### src/rtl/decode_issue_pkg.sv
// Shared definitions for the decode/issue stage: instruction field layout,
// opcode classes and the issue-control FSM state encoding.
package decode_pkg;

  localparam int INSTR_W  = 16;
  localparam int REG_W    = 4;
  localparam int NUM_REGS = 16;

  localparam int OPC_LSB = 12;
  localparam int RD_LSB  = 8;
  localparam int RS1_LSB = 4;
  localparam int RS2_LSB = 0;

  localparam logic [3:0] OPC_WR_FIRST = 4'h0;
  localparam logic [3:0] OPC_WR_LAST  = 4'hB;
  localparam logic [3:0] OPC_NW_FIRST = 4'hC;
  localparam logic [3:0] OPC_NW_LAST  = 4'hE;
  localparam logic [3:0] OPC_HALT     = 4'hF;

  typedef enum logic [1:0] {
    ST_RUN   = 2'd0,
    ST_STALL = 2'd1,
    ST_DRAIN = 2'd2,
    ST_DONE  = 2'd3
  } state_e;

  function automatic logic is_writer(input logic [3:0] opc);
    return (opc <= OPC_WR_LAST);
  endfunction

endpackage

### src/rtl/decode_issue_if.sv
// Bundle of the decoder's instruction, writeback, register-read and issue
// signals. master = surrounding pipeline, slave = decode_issue.
interface decode_issue_if;

  logic [15:0] instr;
  logic        instr_vld;
  logic        instr_rdy;
  logic        wb_we;
  logic [3:0]  wb_addr;
  logic [3:0]  p0_addr;
  logic [3:0]  p1_addr;
  logic        re0;
  logic        re1;
  logic        iss_vld;
  logic [3:0]  iss_op;
  logic [3:0]  iss_dst;
  logic        iss_we;
  logic        hlt;

  modport master (
    output instr, instr_vld, wb_we, wb_addr,
    input  instr_rdy, p0_addr, p1_addr, re0, re1,
           iss_vld, iss_op, iss_dst, iss_we, hlt
  );

  modport slave (
    input  instr, instr_vld, wb_we, wb_addr,
    output instr_rdy, p0_addr, p1_addr, re0, re1,
           iss_vld, iss_op, iss_dst, iss_we, hlt
  );

endinterface

### src/rtl/decode_issue_scoreboard.sv
// Pending-write scoreboard: one bit per register, set on issue of a writer,
// cleared on writeback. Optional macro: DECODE_ISSUE_WB_BYPASS_EN.
module decode_scoreboard
  import decode_pkg::*;
(
  input  logic                clk,
  input  logic                rst,
  input  logic                set_en,
  input  logic [REG_W-1:0]    set_addr,
  input  logic                clr_en,
  input  logic [REG_W-1:0]    clr_addr,
  input  logic [REG_W-1:0]    rs1,
  input  logic [REG_W-1:0]    rs2,
  output logic                hit,
  output logic [NUM_REGS-1:0] pending_nxt
);

  logic [NUM_REGS-1:0] pending_q;
  logic [NUM_REGS-1:0] pending_d;
  logic [NUM_REGS-1:0] clr_mask;
  logic [NUM_REGS-1:0] lookup;

  // NOTE: every always_comb output gets a default first so no path can
  // leave it unassigned and infer a latch.
  always_comb begin
    clr_mask = '0;
    if (clr_en && (clr_addr != '0)) clr_mask[clr_addr] = 1'b1;
    pending_d = pending_q & ~clr_mask;
    // Set is applied after clear so a same-edge set and clear leaves it set.
    if (set_en && (set_addr != '0)) pending_d[set_addr] = 1'b1;
    pending_d[0] = 1'b0;
  end

`ifdef DECODE_ISSUE_WB_BYPASS_EN
  // A register written back this cycle is readable this cycle.
  assign lookup = pending_q & ~clr_mask;
`else
  assign lookup = pending_q;
`endif

  assign hit         = lookup[rs1] | lookup[rs2];
  assign pending_nxt = pending_d;

  // NOTE: sequential state uses non-blocking assignments so every flop
  // samples its pre-edge inputs regardless of process ordering.
  always_ff @(posedge clk) begin
    if (rst) pending_q <= '0;
    else     pending_q <= pending_d;
  end

endmodule

### src/rtl/decode_issue.sv
// Decode/issue stage: stalls on RAW hazards against the pending-write
// scoreboard, registers issue outputs, and drains pending writes on HALT.
// Optional macro: DECODE_ISSUE_WB_BYPASS_EN (same-cycle writeback bypass).
module decode_issue
  import decode_pkg::*;
(
  input  logic           clk,
  input  logic           rst,
  decode_issue_if.slave  io
);

  logic [REG_W-1:0]    opc, rd, rs1, rs2;
  logic                instr_halt;
  logic                instr_wr;
  logic                hit;
  logic                hazard;
  logic                rdy;
  logic                accept;
  logic                set_en;
  logic [NUM_REGS-1:0] pending_nxt;

  state_e           state_q, state_d;
  logic             iss_vld_q, iss_vld_d;
  logic             iss_we_q, iss_we_d;
  logic             re_q, re_d;
  logic             hlt_q, hlt_d;
  logic [REG_W-1:0] iss_op_q, iss_op_d;
  logic [REG_W-1:0] iss_dst_q, iss_dst_d;
  logic [REG_W-1:0] p0_q, p0_d;
  logic [REG_W-1:0] p1_q, p1_d;

  assign opc = io.instr[OPC_LSB +: REG_W];
  assign rd  = io.instr[RD_LSB  +: REG_W];
  assign rs1 = io.instr[RS1_LSB +: REG_W];
  assign rs2 = io.instr[RS2_LSB +: REG_W];

  assign instr_halt = (opc == OPC_HALT);
  assign instr_wr   = is_writer(opc);
  assign hazard     = io.instr_vld && !instr_halt && hit;
  assign accept     = io.instr_vld && rdy;
  assign set_en     = accept && !instr_halt && instr_wr;

  decode_scoreboard u_scoreboard (
    .clk         (clk),
    .rst         (rst),
    .set_en      (set_en),
    .set_addr    (rd),
    .clr_en      (io.wb_we),
    .clr_addr    (io.wb_addr),
    .rs1         (rs1),
    .rs2         (rs2),
    .hit         (hit),
    .pending_nxt (pending_nxt)
  );

  always_comb begin
    state_d = state_q;
    rdy     = 1'b0;
    unique case (state_q)
      ST_RUN: begin
        // No transfer is offered while reset is asserted.
        rdy = !hazard && !rst;
        if (hazard)                                   state_d = ST_STALL;
        else if (io.instr_vld && instr_halt && !rst)  state_d = ST_DRAIN;
      end
      ST_STALL: if (!hazard)            state_d = ST_RUN;
      ST_DRAIN: if (pending_nxt == '0)  state_d = ST_DONE;
      ST_DONE:  state_d = ST_DONE;
      default:  state_d = ST_RUN;
    endcase
  end

  always_comb begin
    iss_vld_d = accept && !instr_halt;
    iss_we_d  = iss_vld_d && instr_wr && (rd != '0);
    re_d      = iss_vld_d;
    iss_op_d  = iss_vld_d ? opc : iss_op_q;
    iss_dst_d = iss_vld_d ? rd  : iss_dst_q;
    p0_d      = iss_vld_d ? rs1 : p0_q;
    p1_d      = iss_vld_d ? rs2 : p1_q;
    hlt_d     = (state_q == ST_DRAIN) && (state_d == ST_DONE);
  end

  always_ff @(posedge clk) begin
    if (rst) begin
      state_q   <= ST_RUN;
      iss_vld_q <= 1'b0;
      iss_we_q  <= 1'b0;
      re_q      <= 1'b0;
      hlt_q     <= 1'b0;
      iss_op_q  <= '0;
      iss_dst_q <= '0;
      p0_q      <= '0;
      p1_q      <= '0;
    end else begin
      state_q   <= state_d;
      iss_vld_q <= iss_vld_d;
      iss_we_q  <= iss_we_d;
      re_q      <= re_d;
      hlt_q     <= hlt_d;
      iss_op_q  <= iss_op_d;
      iss_dst_q <= iss_dst_d;
      p0_q      <= p0_d;
      p1_q      <= p1_d;
    end
  end

  assign io.instr_rdy = rdy;
  assign io.iss_vld   = iss_vld_q;
  assign io.iss_we    = iss_we_q;
  assign io.re0       = re_q;
  assign io.re1       = re_q;
  assign io.iss_op    = iss_op_q;
  assign io.iss_dst   = iss_dst_q;
  assign io.p0_addr   = p0_q;
  assign io.p1_addr   = p1_q;
  assign io.hlt       = hlt_q;

endmodule

### src/flat_wrapper.sv
// flat-port wrapper written by rule: the top's interface ports become plain ports
module decode_issue_flat import decode_pkg::*;
  (clk, rst, io_instr, io_instr_vld, io_wb_we, io_wb_addr, io_instr_rdy, io_p0_addr, io_p1_addr, io_re0, io_re1, io_iss_vld, io_iss_op, io_iss_dst, io_iss_we, io_hlt);
  decode_issue_if io_i ();
  input  logic clk;
  input  logic rst;
  input wire logic [$bits(io_i.instr)-1:0] io_instr;
  input wire logic [$bits(io_i.instr_vld)-1:0] io_instr_vld;
  input wire logic [$bits(io_i.wb_we)-1:0] io_wb_we;
  input wire logic [$bits(io_i.wb_addr)-1:0] io_wb_addr;
  output wire logic [$bits(io_i.instr_rdy)-1:0] io_instr_rdy;
  output wire logic [$bits(io_i.p0_addr)-1:0] io_p0_addr;
  output wire logic [$bits(io_i.p1_addr)-1:0] io_p1_addr;
  output wire logic [$bits(io_i.re0)-1:0] io_re0;
  output wire logic [$bits(io_i.re1)-1:0] io_re1;
  output wire logic [$bits(io_i.iss_vld)-1:0] io_iss_vld;
  output wire logic [$bits(io_i.iss_op)-1:0] io_iss_op;
  output wire logic [$bits(io_i.iss_dst)-1:0] io_iss_dst;
  output wire logic [$bits(io_i.iss_we)-1:0] io_iss_we;
  output wire logic [$bits(io_i.hlt)-1:0] io_hlt;
  assign io_i.instr = io_instr;
  assign io_i.instr_vld = io_instr_vld;
  assign io_i.wb_we = io_wb_we;
  assign io_i.wb_addr = io_wb_addr;
  assign io_instr_rdy = io_i.instr_rdy;
  assign io_p0_addr = io_i.p0_addr;
  assign io_p1_addr = io_i.p1_addr;
  assign io_re0 = io_i.re0;
  assign io_re1 = io_i.re1;
  assign io_iss_vld = io_i.iss_vld;
  assign io_iss_op = io_i.iss_op;
  assign io_iss_dst = io_i.iss_dst;
  assign io_iss_we = io_i.iss_we;
  assign io_hlt = io_i.hlt;
  decode_issue u_core (.clk(clk), .rst(rst), .io(io_i));
endmodule
### config.mk
export PLATFORM = sky130hd
export DESIGN_NAME = decode_issue_flat
export DESIGN_NICKNAME = d
export VERILOG_FILES = /design/src/rtl/decode_issue_pkg.sv /design/src/rtl/decode_issue_if.sv /design/src/rtl/decode_issue_scoreboard.sv /design/src/rtl/decode_issue.sv /design/src/flat_wrapper.sv
export SDC_FILE = /design/constraint.sdc
export NUM_CORES = 1
export LEC_CHECK = 0
export BUFFER_PORTS_ARGS = -buffer_cell sky130_fd_sc_hd__buf_2
export CORE_MARGIN = 1
export CORE_UTILIZATION = 47
export DETAILED_ROUTE_END_ITERATION = 6
export PLACE_DENSITY = 0.75
export SLEW_MARGIN = 30
export SYNTH_ARGS = -nofsm -noshare
export SYNTH_HDL_FRONTEND = slang
export SYNTH_SLANG_ARGS = --single-unit
### constraint.sdc
create_clock -name clk -period 2.25 [get_ports clk]
set_input_delay 0.3375 -clock clk [delete_from_list [all_inputs] [get_ports clk]]
set_output_delay 0.3375 -clock clk [all_outputs]
set_load 0.05 [all_outputs]
==> key figures, run 1 <==
Pwr
  – Clock group share of total power: 0.331
  – Peak VDD IR: 0.362 mV
  – Internal power: 0.00100 W
  – Leakage: 0.953 nW
  – Sw Share: 0.291
  – Pwr Density: 603 nW/um^2
  – P_sw: 0.000411 W
  – Comb power frac: 0.198
  – Share of power burned in registers: 0.471

Route
  – Vias per cell: 5.60
  – Routed len/inst: 15.4 um
  – DRC viols: 0
  – DRT Pass-1 Iters: 4
  – Routed Antenna Nets: 0
  – Initial DRC count: 100
  – Via Count: 1670
  – DRT Wirelength: 4.60 mm

Synthesis
  – Post-synthesis sequential area ratio: 0.400
  – Ys async rst share: 0
  – Post-Syn Area: 1800 um^2
  – Gate count of the mapped netlist: 194
  – Synth unique cells: 45
  – YS warnings: 0
  – Top-area cell type share of the netlist area: 0.400
  – Top cells by area, synth: dfxtp_1 (40%), mux2i_1 (9.4%), nor2_1 (4.6%), o21ai_0 (4.2%), mux4_2 (3.7%)
  – Mapped Avg Cell Area: 9.29 um^2
  – Synth area leader: dfxtp_1
  – Syn_nets: 218
  – Yosys reg bits: 36
  – Main flop type after synthesis: dfxtp_1
  – Post-synth EDFFs: 0

Final layout
  – Layout cells sized above 1: 0.388
  – Fin area: 2350 um^2
  – # diodes: 0
  – Area grow syn2layout: 30.1%
  – Nets: 273
  – Final non-filler cell total: 298

Job
  – Maxcap violations: 0

Global route
  – Largest net degree at the start of global routing: 40
  – Vias in the first global route: 1591
  – Initial antenna violation count: 0
  – Overflow after GRT: 0
  – Global Route Usage Sum: 0.242
  – First-pass GRT wire length: 7.47 mm

Place
  – I/O Buffers: 45
  – GPL Wtd Cong: 0.875
  – Placed wire-length estimate: 3.41 mm
  – Post-Place Cell Area: 2170 um^2
  – Placed Cells: 285

Timing
  – Tcrit/Tclk final: 1.02
  – Min Hold Slack: 0.319 ns
  – Setup TNS: -0.0551 ns
  – Max-slew violations: 0
  – Final Hold Fails: 0
  – RSZ-0062 raised after global routing: true
  – Slew headroom: 0.574
  – Layout Skew: 0.00616 ns
  – Final setup fails: 1
  – Slew of the pin with the lowest slew margin: 0.633 ns
  – Final setup margin: -0.0551 ns
  – Final min period: 2.31 ns
  – FMAX: 434 MHz

Floorplan
  – Die X: 63.9 um
  – Die H: 63.9 um
  – Initial Util: 0.492
  – Top Ports: 46
  – Die Area: 4090 um^2
  – Rows: 22
  – Core Region: 3660 um^2

Clock network
  – Clock buffer depth: 2
  – Worst-path clk slew: 0.07 ns
  – CTS tree: yes
  – Clock Sinks: 36
  – H-tree levels: 2
  – CTS Buf Count: 5
  – Worst-Skew Late Latency: 0.29 ns
  – Root buf cell: clkbuf_8

Worst setup path
  – CP Buf/Inv Count: 1
  – Startpoint types: flop
  – Critical Path Sink Type: output pin
  – Crit path largest cell delay: 0.46 ns
  – Crit Path Class: reg2out
  – CP top delay family: compound AO/OA/AOI/OAI gates
  – Worst EP required: 1.91 ns
  – Crit Path Max Fanout: 4
  – Crit path DAT: 1.97 ns
  – Worst R2R Setup Slack: 0.01 ns
  – Crit-path slowest cell: mux4_2
  – Worst-path cell chain: mux4_2, o21bai_1, o32a_1, a31oi_4, nor4_4, buf_6

Hold path
  – Hold Path Class: in2reg

Run status
  – Status: finished with violations
  – Failing checks: negative setup slack
power by group through the flow:
stage	clock (W)	combinational [W]	sequential, W
floorplan	0	0.000135	0.000729
global placement	0	0.000260	0.000680
detailed placement	0	0.000262	0.000680
CTS	0.000483	0.000272	0.000666
global route	0.000508	0.000299	0.000668
finish	0.000469	0.000280	0.000666
worst reg2reg max path, stage by stage (launching register included):
cell and delay (ns):
dfxtp_2 0.34, mux4_2 0.46, o21bai_1 0.16, o32a_1 0.24
buf_4 0.13, and4_4 0.24, buf_6 0.15, nand4b_1 0.24
o22ai_1 0.21
cells in the final DEF, fill, tap and decap left out, drive strengths merged, types with 3 or more instances in the layout:
| cell type | instances |
|---|---|
| buf | 60 |
| dfxtp | 36 |
| nor2 | 22 |
| mux2i | 17 |
| o21ai | 15 |
| nand2 | 7 |
| nor2b | 7 |
| o22ai | 7 |
| a21oi | 7 |
| nand3 | 7 |
| nand2b | 7 |
| clkbuf | 6 |
| nand4 | 5 |
| mux2 | 5 |
| mux4 | 4 |
| inv | 3 |
| and2 | 3 |
path summary, 6_finish.rpt:
path / from / end / depth (start not counted)
setup / recovery: u_core.u_scoreboard.lookup[7]$_SDFF_PP0_ / io_instr_rdy / 6
hold / removal: io_instr[13] / u_core.io.iss_op[1]$_SDFFE_PP0P_ / 3
setup reg to reg: u_core.u_scoreboard.lookup[7]$_SDFF_PP0_ / u_core.u_scoreboard.lookup[6]$_SDFF_PP0_ / 8
hold reg to reg: u_core.io.iss_op[2]$_SDFFE_PP0P_ / u_core.io.iss_op[2]$_SDFFE_PP0P_ / 2
timing repair:
item | CTS | global route
setup endpoints to repair | 1 | 32
setup buffers | 5 | 0
pin swaps | 3 | 9
gates resized for setup | 10 | 8
hold buffers | 0 | 0
cloned | 0 | 0
routing by layer:
metal  share of wire  up-vias  track usage
met5               0        -            0
met2            0.48       56        0.394
met3           0.057        4       0.0589
met1            0.45      786        0.306
li1                -      824            -
met4           0.016        0       0.0938
final cells by class:
cell class,instances,area [um^2]
sequential,36,728
timing repair buffer,60,372
fill,314,1320
inverter,3,11.3
tap,48,60.1
multi-input combinational,143,1080
clock inverter,2,10.0
clock buffer,6,82.6
kinds of logic after synthesis:
kind of cell	after synthesis	share of synthesized area
multiplexers	26	0.178
flip-flops	36	0.400
AND/OR/NAND/NOR	72	0.214
buffers and inverters	15	0.0472
AO/OA/AOI/OAI	45	0.162
stage by stage:
step                total power, W  utilization  setup slack, ns
finish                     0.00142        0.641          -0.0551
global route               0.00148        0.641           -0.175
CTS                        0.00142        0.632          -0.0124
detailed placement        0.000942        0.592          -0.0775
global placement          0.000940        0.592          -0.0524
floorplan                 0.000864            -          -0.0185
synth_stat cells (2+ instances only):
master / n
dfxtp_1: 36
nor2_1: 22
mux2i_1: 17
o21ai_0: 15
a21oi_1: 7
nand2_1: 7
nand2b_1: 7
nand3_1: 7
nor2b_1: 7
o22ai_1: 7
clkbuf_1: 5
mux2_2: 5
nand4_1: 5
and2_1: 3
buf_4: 3
inv_1: 3
mux4_2: 3
a221oi_1: 2
buf_2: 2
buf_6: 2
nand3b_1: 2
nor3_1: 2
nor4_1: 2
o31a_1: 2
state kept, by name (all words and copies together), names as in the netlist:
| signal | flops |
|---|---|
| u_core.io.hlt | 1 |
| u_core.io.iss_dst | 4 |
| u_core.io.iss_op | 4 |
| u_core.io.iss_vld | 1 |
| u_core.io.iss_we | 1 |
| u_core.io.p0_addr | 4 |
| u_core.io.p1_addr | 4 |
| u_core.state_q | 2 |
| u_core.u_scoreboard.lookup | 15 |
Power figures use the tool's default switching activity.
==> run 2, diff against run 1 <==
CELL_PAD_IN_SITES_DETAIL_PLACEMENT = 1   (was not set)
CELL_PAD_IN_SITES_GLOBAL_PLACEMENT = 1   (was not set)
CORE_UTILIZATION = 35   (was 47)
PLACE_DENSITY = not set   (was 0.75)
PLACE_DENSITY_LB_ADDON = 0.1   (was not set)
==> run 2 against run 1 <==
  * The flow still finishes with violations (negative setup slack)
  * Sequential cell count unchanged
  * Setup slack got worse by 0.014 ns
  * Worst hold slack got worse by 0.014 ns
  * Critical path depth unchanged
  * Total power increased by 0.99%
  * Clock skew increased by 0.0022 ns
==> key figures, run 2 (synthesis gave the netlist of run 1 again) <==
Worst setup path
  – Startpoint types: flop
  – Crit path DAT: 1.98 ns
  – R2R depth: 8
  – Critical Path Sink Type: output pin
  – Crit Path Max Fanout: 3
  – Worst R2R Setup Slack: 0.08 ns
  – Worst EP required: 1.91 ns
  – Crit Path Class: reg2out

Clock network
  – CTS tree: yes
  – Clock Sinks: 36
  – Root buf cell: clkbuf_8
  – CTS Buf Count: 5
  – Hold Buf Count CTS: 0
  – H-tree levels: 2
  – Worst-path clk slew: 0.08 ns
  – Worst-Skew Late Latency: 0.29 ns
  – Clock buffer depth: 2

Final layout
  – Most frequent cells in the layout: buf_2 (44), dfxtp_1 (29), nor2_1 (22), mux2i_1 (16), o21ai_0 (15)
  – Most common cell after layout, fill and taps aside: buf_2
  – Max FFs per register: 15
  – Layout cells sized above 1: 0.367
  – Nets: 271
  – # diodes: 0
  – Area grow syn2layout: 29.4%

Job
  – Maxcap violations: 0

Floorplan
  – Core Region: 4850 um^2
  – Die H: 73.8 um
  – Initial Util: 0.372
  – Die X: 73.8 um
  – Die Area: 5440 um^2
  – Rows: 25
  – Top Ports: 46

Route
  – Metal-1 WL: 2.46 mm
  – Routed Antenna Nets: 0
  – Met2 wire length: 2.91 mm
  – Met3 Routed Length: 216 um
  – Initial DRC count: 27
  – Vias per cell: 5.45
  – Routed len/inst: 18.1 um
  – DRT Wirelength: 5.70 mm
  – DRC viols: 0
  – Via Count: 1718
  – Top Layer Used: met4
  – DRT Pass-1 Iters: 4

Pwr
  – Overall power: 0.00143 W
  – Leakage: 0.940 nW
  – Pwr Density: 613 nW/um^2
  – Peak VDD IR: 0.364 mV

Global route
  – Overflow after GRT: 0
  – First-pass GRT wire length: 9.32 mm
  – Vias in the first global route: 1783
  – Largest net degree at the start of global routing: 40
  – Global Route Usage Sum: 0.234
  – Initial antenna violation count: 0

Place
  – I/O Buffers: 45
  – GPL Wtd Cong: 0.883
  – Placed wire-length estimate: 4.40 mm

Timing
  – Final setup margin: -0.0689 ns
  – Final min period: 2.32 ns
  – RSZ-0062 raised after global routing: true
  – Final setup fails: 1
  – Final Hold Fails: 0
  – Max-slew violations: 0
  – Slew headroom: 0.656
  – Layout Skew: 0.00836 ns
  – FMAX: 431 MHz
  – Slew of the pin with the lowest slew margin: 0.511 ns
  – Setup TNS: -0.0689 ns
  – Tcrit/Tclk final: 1.03

Run status
  – Failing checks: negative setup slack
  – Status: finished with violations

Hold path
  – Hold Crit Depth: 3
  – Hold Path Class: in2reg
[run 2: cell types whose count changed in the layout (fill, tap and decap cells not counted), moves of 2 or more]
cell	previous run	this run
mux2i_1	14	16
mux2i_2	3	1
clkinv_2	2	0
buf_6	3	1
[run 2: path summary, 6_finish.rpt]
path,endpoint,start
hold reg to reg,u_core.io.iss_dst[0]$_SDFFE_PP0P_,u_core.io.iss_dst[0]$_SDFFE_PP0P_
setup / recovery,io_instr_rdy,u_core.u_scoreboard.lookup[7]$_SDFF_PP0_
setup reg to reg,u_core.io.iss_op[3]$_SDFFE_PP0P_,u_core.u_scoreboard.lookup[15]$_SDFF_PP0_
hold / removal,u_core.io.iss_op[1]$_SDFFE_PP0P_,io_instr[13]
[run 2: final cells by class]
class | count | area, um^2
clock inverter | 1 | 7.51
timing repair buffer | 58 | 342
tap | 67 | 83.8
clock buffer | 7 | 86.3
multi-input combinational | 143 | 1070
inverter | 3 | 11.3
sequential | 36 | 729
fill | 602 | 2510
[run 2: report_power, final]
part | internal, W | total [W] | switching, W | leakage [nW]
registers | 0.000655 | 0.000667 | 0.0000119 | 0.295
logic | 0.0000999 | 0.000278 | 0.000178 | 0.600
clock network | 0.000249 | 0.000485 | 0.000237 | 0.0445
total | 0.00100 | 0.00143 | 0.000426 | 0.940
[run 2: metal layers]
layer | up-vias | global-route usage
met4 | 0 | 0.0791
met2 | 39 | 0.412
met3 | 12 | 0.0549
met1 | 836 | 0.279
met5 | - | 0
li1 | 831 | -
[run 2: worst max-delay path, cell delays in order, from the launching register on]
cell and delay, ns:
dfxtp_2 0.34, mux4_2 0.46, o21bai_1 0.18, o32a_1 0.24
a31oi_4 0.12, nor4_4 0.16, buf_6 0.19
[run 2: what timing repair did]
item | CTS | global route
setup buffers | 2 | 0
cloned | 0 | 0
endpoints found under the setup margin | 1 | 18
resized for setup | 8 | 3
pin swaps | 4 | 4
[run 2: stage by stage]
| step | cell area, um^2 | std cells | hold WS (ns) | utilization | setup slack, ns |
|---|---|---|---|---|---|
| finish | 2330 | 315 | 0.305 | 0.481 | -0.0689 |
| floorplan | 1880 | 194 | 0.470 | - | -0.0185 |
| CTS | 2330 | 315 | 0.295 | 0.480 | -0.0937 |
| global route | 2330 | 315 | 0.308 | 0.481 | -0.178 |
| detailed placement | 2200 | 305 | 0.482 | 0.453 | -0.0991 |
| global placement | 2200 | 305 | 0.469 | 0.453 | -0.0509 |
